## src/rtl/sweep_command_gen.sv

```systemverilog
// -----------------------------------------------------------------------------
// sweep_command_gen
//
// Command-side controller for the 5-LED sweep display. It debounces the three
// player keys, keeps the run/pause flag, runs the IDLE / RUN_L / RUN_R
// direction FSM and produces the slow sweep tick. Every sweep lasts exactly
// SWEEP_TICKS ticks and then the block returns to idle, optionally sounding a
// short buzzer burst.
//
// Optional feature macro: SWEEP_BUZZER_EN
//   defined   : end-of-sweep beep generator is built
//   undefined : tone logic removed, o_buzzer tied low
//
// Parameters
//   TICK_DIV    clk_in cycles per sweep tick
//   DEB_CYCLES  cycles a key level must stay stable before it is accepted
//   SWEEP_TICKS ticks per sweep before returning to idle
//   BEEP_CYCLES buzzer burst length in cycles
//   TONE_DIV    half-period of the buzzer tone in cycles
//
// Ports
//   clk_in        in   system clock
//   reset         in   synchronous reset, active low
//   i_key_left    in   raw left key, active low, asynchronous
//   i_key_right   in   raw right key, active low, asynchronous
//   i_key_start   in   raw run/pause key, active low, asynchronous
//   o_state       out  direction code: 0 idle, 1 toward MSB, 2 toward LSB
//   o_start_stop  out  1 = running, 0 = paused
//   o_tick        out  one-cycle pulse at each sweep step
//   o_busy        out  high while o_state is non-zero
//   o_buzzer      out  square-wave tone
// -----------------------------------------------------------------------------
module sweep_command_gen #(
  parameter int TICK_DIV    = 47_000_000,
  parameter int DEB_CYCLES  = 1_000_000,
  parameter int SWEEP_TICKS = 4,
  parameter int BEEP_CYCLES = 12_500_000,
  parameter int TONE_DIV    = 25_000
) (
  input  logic       clk_in,
  input  logic       reset,
  input  logic       i_key_left,
  input  logic       i_key_right,
  input  logic       i_key_start,
  output logic [3:0] o_state,
  output logic       o_start_stop,
  output logic       o_tick,
  output logic       o_busy,
  output logic       o_buzzer
);

  // ---------------------------------------------------------------------------
  // Counter widths and terminal values
  // ---------------------------------------------------------------------------
  localparam int DEB_W  = (DEB_CYCLES > 1) ? $clog2(DEB_CYCLES) : 1;
  localparam int DIV_W  = (TICK_DIV > 1) ? $clog2(TICK_DIV) : 1;
  localparam int TCNT_W = $clog2(SWEEP_TICKS + 1);

  localparam logic [DEB_W-1:0]  DEB_LAST  = DEB_W'(DEB_CYCLES - 1);
  localparam logic [DIV_W-1:0]  DIV_LAST  = DIV_W'(TICK_DIV - 1);
  localparam logic [TCNT_W-1:0] TCNT_LAST = TCNT_W'(SWEEP_TICKS - 1);
  localparam logic [TCNT_W-1:0] TCNT_FULL = TCNT_W'(SWEEP_TICKS);

  // Key index map
  localparam int KEY_LEFT  = 0;
  localparam int KEY_RIGHT = 1;
  localparam int KEY_START = 2;

  // ---------------------------------------------------------------------------
  // Key conditioning: synchronizer, stability counter, press detector
  // ---------------------------------------------------------------------------
  logic [2:0] w_key_raw;
  logic [2:0] w_press;

  assign w_key_raw = {i_key_start, i_key_right, i_key_left};

  genvar gi;
  generate
    for (gi = 0; gi < 3; gi++) begin : g_key
      logic             r_sync1;
      logic             r_sync2;
      logic             r_deb;
      logic             r_press;
      logic [DEB_W-1:0] r_cnt;

      always_ff @(posedge clk_in) begin
        if (!reset) begin
          r_sync1 <= 1'b1;
          r_sync2 <= 1'b1;
          r_deb   <= 1'b1;
          r_press <= 1'b0;
          r_cnt   <= '0;
        end else begin
          r_sync1 <= w_key_raw[gi];
          r_sync2 <= r_sync1;
          r_press <= 1'b0;
          // r_sync1 != r_sync2 means the synchronized level changes on this
          // edge, so the stability count restarts together with that change.
          if (r_sync1 != r_sync2) begin
            r_cnt <= '0;
          end else if (r_cnt != DEB_LAST) begin
            r_cnt <= r_cnt + DEB_W'(1);
          end else begin
            // Level has been stable long enough: accept it. A 1->0 step of
            // the accepted level is a press.
            r_deb   <= r_sync2;
            r_press <= r_deb & ~r_sync2;
          end
        end
      end

      assign w_press[gi] = r_press;
    end
  endgenerate

  // ---------------------------------------------------------------------------
  // Run / pause flag
  // ---------------------------------------------------------------------------
  logic r_start_stop;

  always_ff @(posedge clk_in) begin
    if (!reset) begin
      r_start_stop <= 1'b0;
    end else if (w_press[KEY_START]) begin
      r_start_stop <= ~r_start_stop;
    end
  end

  // ---------------------------------------------------------------------------
  // Direction FSM
  // ---------------------------------------------------------------------------
  typedef enum logic [1:0] {
    ST_IDLE  = 2'd0,
    ST_RUN_L = 2'd1,
    ST_RUN_R = 2'd2
  } state_t;

  state_t              r_state;
  state_t              w_state_next;
  logic                r_busy;
  logic                r_tick;
  logic [DIV_W-1:0]    r_div;
  logic [TCNT_W-1:0]   r_tcnt;
  logic                w_enter;
  logic                w_sweep_end;
  logic                w_run;

  // Divider only advances while running and a sweep is active.
  assign w_run = r_start_stop & r_busy;

  always_ff @(posedge clk_in) begin
    if (!reset) begin
      r_state <= ST_IDLE;
      r_busy  <= 1'b0;
    end else begin
      r_state <= w_state_next;
      r_busy  <= (w_state_next != ST_IDLE);
    end
  end

  always_comb begin
    w_state_next = r_state;
    w_enter      = 1'b0;
    w_sweep_end  = 1'b0;
    case (r_state)
      ST_IDLE: begin
        // A simultaneous left+right press is ambiguous and is dropped.
        if (r_start_stop && w_press[KEY_LEFT] && !w_press[KEY_RIGHT]) begin
          w_state_next = ST_RUN_L;
          w_enter      = 1'b1;
        end else if (r_start_stop && w_press[KEY_RIGHT] && !w_press[KEY_LEFT]) begin
          w_state_next = ST_RUN_R;
          w_enter      = 1'b1;
        end
      end
      ST_RUN_L, ST_RUN_R: begin
        // The tick is registered, so its effect lands one edge later. A tick
        // that was already issued is still honoured if a pause began on the
        // same edge; otherwise the step would be lost.
        if (r_tick && (r_tcnt == TCNT_LAST)) begin
          w_state_next = ST_IDLE;
          w_sweep_end  = 1'b1;
        end
      end
      default: begin
        w_state_next = ST_IDLE;
      end
    endcase
  end

  // ---------------------------------------------------------------------------
  // Tick divider and tick counter
  // ---------------------------------------------------------------------------
  // The tick is registered off the terminal count, which places the first
  // tick exactly TICK_DIV cycles after the state leaves idle and keeps every
  // later tick TICK_DIV running cycles apart.
  always_ff @(posedge clk_in) begin
    if (!reset) begin
      r_div  <= '0;
      r_tick <= 1'b0;
      r_tcnt <= '0;
    end else begin
      r_tick <= w_run & (r_div == DIV_LAST);

      if (w_enter) begin
        r_div <= '0;
      end else if (w_run) begin
        if (r_div == DIV_LAST) begin
          r_div <= '0;
        end else begin
          r_div <= r_div + DIV_W'(1);
        end
      end

      // Saturating: the count is reloaded on the next sweep entry.
      if (w_enter) begin
        r_tcnt <= '0;
      end else if (r_tick && r_busy && (r_tcnt != TCNT_FULL)) begin
        r_tcnt <= r_tcnt + TCNT_W'(1);
      end
    end
  end

  // ---------------------------------------------------------------------------
  // End-of-sweep buzzer
  // ---------------------------------------------------------------------------
`ifdef SWEEP_BUZZER_EN
  localparam int BEEP_W = (BEEP_CYCLES > 1) ? $clog2(BEEP_CYCLES) : 1;
  localparam int TONE_W = (TONE_DIV > 1) ? $clog2(TONE_DIV) : 1;

  localparam logic [BEEP_W-1:0] BEEP_LAST = BEEP_W'(BEEP_CYCLES - 1);
  localparam logic [TONE_W-1:0] TONE_LAST = TONE_W'(TONE_DIV - 1);

  logic              r_beep_active;
  logic              r_buzzer;
  logic [BEEP_W-1:0] r_beep_cnt;
  logic [TONE_W-1:0] r_tone_cnt;

  always_ff @(posedge clk_in) begin
    if (!reset) begin
      r_beep_active <= 1'b0;
      r_buzzer      <= 1'b0;
      r_beep_cnt    <= '0;
      r_tone_cnt    <= '0;
    end else if (w_enter) begin
      // A new sweep cuts any burst still sounding.
      r_beep_active <= 1'b0;
      r_buzzer      <= 1'b0;
      r_beep_cnt    <= '0;
      r_tone_cnt    <= '0;
    end else if (w_sweep_end) begin
      r_beep_active <= 1'b1;
      r_buzzer      <= 1'b0;
      r_beep_cnt    <= '0;
      r_tone_cnt    <= '0;
    end else if (r_beep_active) begin
      // Pause has no effect here: a burst in progress always completes.
      if (r_beep_cnt == BEEP_LAST) begin
        r_beep_active <= 1'b0;
        r_buzzer      <= 1'b0;
      end else begin
        r_beep_cnt <= r_beep_cnt + BEEP_W'(1);
        if (r_tone_cnt == TONE_LAST) begin
          r_tone_cnt <= '0;
          r_buzzer   <= ~r_buzzer;
        end else begin
          r_tone_cnt <= r_tone_cnt + TONE_W'(1);
        end
      end
    end
  end

  assign o_buzzer = r_buzzer;
`else
  // Tone logic not built; keep the end-of-sweep strobe and the tone
  // parameters referenced so the build stays warning-free.
  logic w_unused_cfg;
  assign w_unused_cfg = w_sweep_end ^ (BEEP_CYCLES > 0) ^ (TONE_DIV > 0);
  assign o_buzzer     = 1'b0;
`endif

  // ---------------------------------------------------------------------------
  // Outputs
  // ---------------------------------------------------------------------------
  assign o_state      = {2'b00, r_state};
  assign o_start_stop = r_start_stop;
  assign o_tick       = r_tick;
  assign o_busy       = r_busy;

endmodule
```

## config.mk

```make
export PLATFORM = sky130hd
export DESIGN_NAME = sweep_command_gen
export DESIGN_NICKNAME = d
export VERILOG_FILES = /design/src/rtl/sweep_command_gen.sv
export SDC_FILE = /design/constraint.sdc
export NUM_CORES = 1
export LEC_CHECK = 0
export ABC_CLOCK_PERIOD_IN_PS = 2600
export CAP_MARGIN = 20
export CORE_ASPECT_RATIO = 1.4
export CORE_MARGIN = 4
export CORE_UTILIZATION = 64
export CTS_BUF_LIST = sky130_fd_sc_hd__clkbuf_8
export DETAILED_ROUTE_END_ITERATION = 16
export GPL_TIMING_DRIVEN = 0
export PLACE_DENSITY_LB_ADDON = 0.05
export SETUP_SLACK_MARGIN = 0.05
export SLEW_MARGIN = 20
export SYNTH_ARGS = -nofsm -noshare
export SYNTH_HDL_FRONTEND = slang
export SYNTH_SLANG_ARGS = --single-unit
export TNS_END_PERCENT = 20
```

## constraint.sdc

```tcl
create_clock -name clk_in -period 2.6 [get_ports clk_in]
set_input_delay 0.65 -clock clk_in [delete_from_list [all_inputs] [get_ports clk_in]]
set_output_delay 0.65 -clock clk_in [all_outputs]
set_load 0.005 [all_outputs]
```

* Word-level counts from Yosys, hierarchy flattened *
Index checks and enable logic that the tools add are counted.

cells by class
  equality and inequality tests = 11
  reductions and logical operators = 22
  bitwise operators = 16
  add/sub/neg operators = 5
  multiplexer cells = 8

operators by type and width
  operator                                                         count
  20-bit by 1-bit adder with 20-bit output, second input constant  3
  20-bit != test, second input constant                            3
  26-bit by 1-bit adder with 26-bit output, second input constant  1
  26-bit == test, second input constant                            1
  26-bit 2-to-1 mux                                                1
  1-bit inverter                                                   11
  2-bit OR reduction                                               5
  3-bit OR reduction                                               3
  1-bit logical AND                                                7
  2-bit 2-to-1 mux                                                 3
  2-bit AND reduction                                              3
  1-bit bitwise AND                                                5
  2-bit case mux with 2 select lines                               1
  3-bit by 1-bit adder with 3-bit output, second input constant    1
  3-bit by 2-bit == test with 1-bit output, second input constant  1
  1-bit 2-to-1 mux                                                 3
  1-bit != test                                                    3
  3-bit != test, second input constant                             1
  2-bit by 1-bit == test with 1-bit output, second input constant  1
  2-bit == test, second input constant                             1
  1-bit zero test                                                  2
  2-bit zero test                                                  1
  2-bit nonzero test                                               1

storage, ports and cells
  bits in registers = 106
  logic and storage cells = 83
  input bits = 5
  output and inout port bits = 8

* Longest topological paths before layout *
  word-level depth = 6
  gate-level depth with buffers = 7

* Least setup slack after synthesis *
Ideal clock, no wire load.

  path type = reg2reg
  from = register g_key[1].r_cnt[0]
  to = register g_key[1].r_cnt[18]
  arrival time = 1833 ps
  clock period less this slack = 1903 ps
  cell stages (with the launch flop) = 7
  slack = 697 ps
  cells stage by stage = dfxtp_1 > ha_1 > nand2_1 > or4_1 > clkbuf_1 > or4_1 > a21oi_1

between the ends
  longest elaborated chain between the ends = 1
  elaborated cells on any way between the ends = 2

ends and longest elaborated chain
  item                                                                        RTL line  text
  start: declaration                                                          84        logic [DEB_W-1:0] r_cnt;
  start signal: assignment                                                    102       r_cnt <= r_cnt + DEB_W'(1);
  20-bit by 1-bit adder with 20-bit output or 20-bit != test (tied branches)  102, 101

Parallel ways exist; a longest one is shown, timed or not.
A chain may end at the register's enable or synchronous reset.

* Final worst setup path *
  from = register r_div[0]
  to = register r_div[0]

between the ends
  longest elaborated chain between the ends = 2
  elaborated cells on any way between the ends = 3

ends and longest elaborated chain
  item                                                                        RTL line  text
  start: declaration                                                          142       logic [DIV_W-1:0] r_div;
  start signal: assignment                                                    211       r_div <= r_div + DIV_W'(1);
  26-bit by 1-bit adder with 26-bit output or 26-bit == test (tied branches)  211, 208
  26-bit 2-to-1 mux *                                                         208       if (r_div == DIV_LAST) begin

Mark *: on every way between the ends. The rest lies on a longest branch, timed or not.

==> flow_metrics.py <==
metrics = {
    "critical_path": {
        "r2r_end": "r_div[0]",
        "crit_fanout": 10,
        "crit_type": "reg -> reg",
        "crit_arrival_ns": 2.62,
        "slowest_stage": "nor3_2",
        "cp_top_family": "simple AND/OR/NAND/NOR gates",
        "r2r_cells": 6,
        "path_buf_inv": 1,
        "crit_path_start_kind": "register",
        "slowest_delay_ns": 0.62,
        "path_cells": "ha_1, nand4_1, or2_2, nor3_2, buf_2, nor3_1",
        "end_kind": "register",
        "worst-endpoint-required_ns": 2.84,
        "regToRegSetupSlack_ns": 0.21,
        "r2r_start": "r_div[0]",
        "cp-startpoint": "r_div[0]",
    },
    "power_and_ir_drop": {
        "swShare_pct": 22.90,
        "power_density_nw_per_um2": 502.0,
        "power_mw": 2.791,
        "p_comb_share_pct": 4.7,
        "peakVddDrop_uv": 387.7,
        "p_seq_share_pct": 59.7,
        "p_int_mw": 2.152,
        "clockPowerShare_pct": 35.6,
        "p_leak_nw": 1.681,
        "p_switching_mw": 0.6391,
    },
    "worst_hold_path": {
        "hp-class": "reg -> reg",
        "min_path_cells": 2,
        "whs_endpoint": "g_key[0].r_press",
        "hp-start": "g_key[0].r_deb",
    },
    "clocking": {
        "ctsHtreeMaxLevel": 3,
        "ctsResizeCount": 0,
        "clk_pin_slew_ns": 0.09,
        "clkLatencyLatePin_ns": 0.38,
        "cts_sinks": 106,
        "clock_path_buffers": 2,
        "clockRootBuffer": "clkbuf_8",
        "cts_setup_buffers": 0,
        "cts_buffers": 9,
        "tritoncts": "built",
        "ctsHoldBuffers": 0,
    },
    "floorplanning": {
        "placementRows": 38,
        "coreArea_sq_um": 7797,
        "die_x_um": 83.81,
        "ios": 13,
        "die_area_sq_um": 9564,
        "start_util_pct": 66.03,
        "fp.dieH_um": 114.1,
    },
    "logic_synthesis": {
        "synth_top_flop_cell": "dfxtp_1",
        "yosys_register_bits": 106,
        "synthCells": 604,
        "yosysTopAreaCell": "dfxtp_1",
        "synth_sequential_area_ratio_pct": 41.22,
        "synth.distinct_cells": 52,
        "synth_edf_count": 0,
        "avgSynthCellArea_sq_um": 8.524,
        "synth_top_cell_area_share_pct": 41.22,
        "synthTopCellsByArea": "dfxtp_1 (41%), xnor2_1 (3.7%), a211oi_1 (3.6%)",
        "synth_area_sq_um": 5149,
        "async_reset_ff_share_pct": 0,
        "ys_warn_count": 0,
    },
    "timing": {
        "fin_crit_sh_pct": 91.74,
        "drv_slew": 0,
        "setup_viol": 0,
        "layout_min_cycle_time_ns": 2.385,
        "slew_headroom_pct": 52.27,
        "max_freq_ghz": 0.4192,
        "worst_pin_slew_ns": 0.7120,
        "finalHoldViolCount": 0,
        "fin_skew_ns": 0.01186,
        "rsz0062_at_grt": "false",
    },
    "flow_run": {
        "maxCapViolCount": 0,
    },
    "placed_design": {
        "hpwl_mm": 7.888,
        "routabilityCongestion": 0.8482,
        "dpl_cell_area_sq_um": 5371,
        "portBuffers": 9,
    },
    "route": {
        "ant_nets": 0,
        "vias": 4588,
        "remaining_drc_errors": 0,
        "wirelength_mm": 10.93,
        "vias_per_cell": 6.285,
        "wl_per_cell_um": 14.97,
        "firstDrtPassIters": 5,
        "first_iter_violations": 287,
    },
    "status": {
        "status": "finished, final reports clean",
    },
    "finish": {
        "drive_above_1_share_pct": 5.079,
        "area_delta_synth_final_pct": 7.995,
        "layout.nets": 640,
        "final_common_cell": "dfxtp_1",
        "antenna_cells": 0,
        "fill_cells": 639,
        "design_area_sq_um": 5560,
        "layout_common_cells": "dfxtp_1 (106), nand2_1 (45), nor2_1 (33)",
    },
    "global_routing": {
        "grt_pass1_vias": 4455,
        "grt_usage_pct": 24.09,
        "grt-ovfl-total": 0,
        "grt_pass1_wl_mm": 19.27,
        "grt_max_degree": 16,
        "antenna_found_initial": 0,
    },
}
==> cells in the mapped netlist, drive strengths merged, types with 2 or more instances <==
cell type,n
nor4b,5
or3,22
a31o,2
mux2i,5
xor2,13
o21ai,30
and3,12
a211oi,25
dfxtp,106
or4,22
or2,3
a21oi,32
a21boi,4
nand3,31
and4,8
xnor2,22
nand2,45
nor2b,2
inv,19
a2111o,2
nand2b,12
clkbuf,19
nand4,23
and2,5
ha,9
nor4,15
nor4bb,2
o21a,5
o31ai,15
nor2,34
buf,7
nor3,28
a31oi,7
==> layout make-up <==
class	instances	area, sq um	area share (%)
Clock inverter	5	47.55	0.8551
Clock buffer	10	137.6	2.475
Multi-Input combinational cell	455	2848	51.22
Timing Repair Buffer	9	90.09	1.620
Buffer	26	118.9	2.138
Inverter	19	71.32	1.283
Tap cell	100	125.1	2.250
Sequential cell	106	2122	38.16
==> stage by stage <==
stage	util (%)	setup slack (ns)	std cells	hold slack [ns]	TNS (ns)
CTS	71.26	0.1099	730	0.4741	0
global route	71.31	0.09930	730	0.5065	0
finish	71.31	0.2147	730	0.4774	0
global placement	68.89	-0.2711	715	0.4487	-3.103
detailed placement	68.89	-0.2868	715	0.4588	-3.492
floorplan	-	0.6968	606	0.4312	0
==> per-layer routing <==
layer  track usage [%]  wire, um
met5                 0         0
met4             11.91       285
met3             5.040       310
met2             42.38      5509
met1             27.69      4821
==> worst min-delay path: cells and delay by family, from the launching register on <==
family / cells / cell delay [ns]
buffers and inverters: 1 / 0.07
DFF: 1 / 0.32
and+or+nand+nor: 1 / 0.05
==> registers in the layout (all words and copies together), names as in the netlist, 2 cells and up <==
register       count
g_key.r_cnt       60
r_tcnt             3
g_key.r_press      3
r_state            2
g_key.r_sync2      3
g_key.r_sync1      3
g_key.r_deb        3
r_div             26
==> how the worst max path moves through the flow <==
stage | slack [ns] | endpoint | cells after the start
6_report | 0.21 | r_div[0] | 6
5_1_grt | 0.1 | g_key[1].r_cnt[4] | 7
4_1_cts | 0.11 | g_key[1].r_cnt[2] | 7
3_5_place_dp | -0.29 | g_key[0].r_cnt[4] | 7
3_3_place_gp | -0.27 | g_key[0].r_cnt[2] | 7
2_1_floorplan | 0.70 | g_key[1].r_cnt[18] | 6
==> power by group through the flow <==
stage	clock, mW	sequential, mW	combinational (mW)
after global routing	1.07	1.67	0.148
after floorplan	0	1.70	0.0850
after detailed placement	0	1.70	0.130
after global placement	0	1.70	0.126
final	0.993	1.67	0.132
after CTS	1.01	1.67	0.131
==> cells by family (layout without fill, tap and decap cells) <==
group	count (synthesis)	after routing	share of synthesized area (%)
flops	106	106	41.22
simple gates	274	274	30.01
fa+ha+maj	9	9	2.187
xor+xnor	35	35	5.954
buf+inv	45	69	3.669
mux	5	5	0.9721
other cells	1	3	0.07283
compound gates	129	129	15.92
No activity file was read; power rests on OpenSTA's default activity.
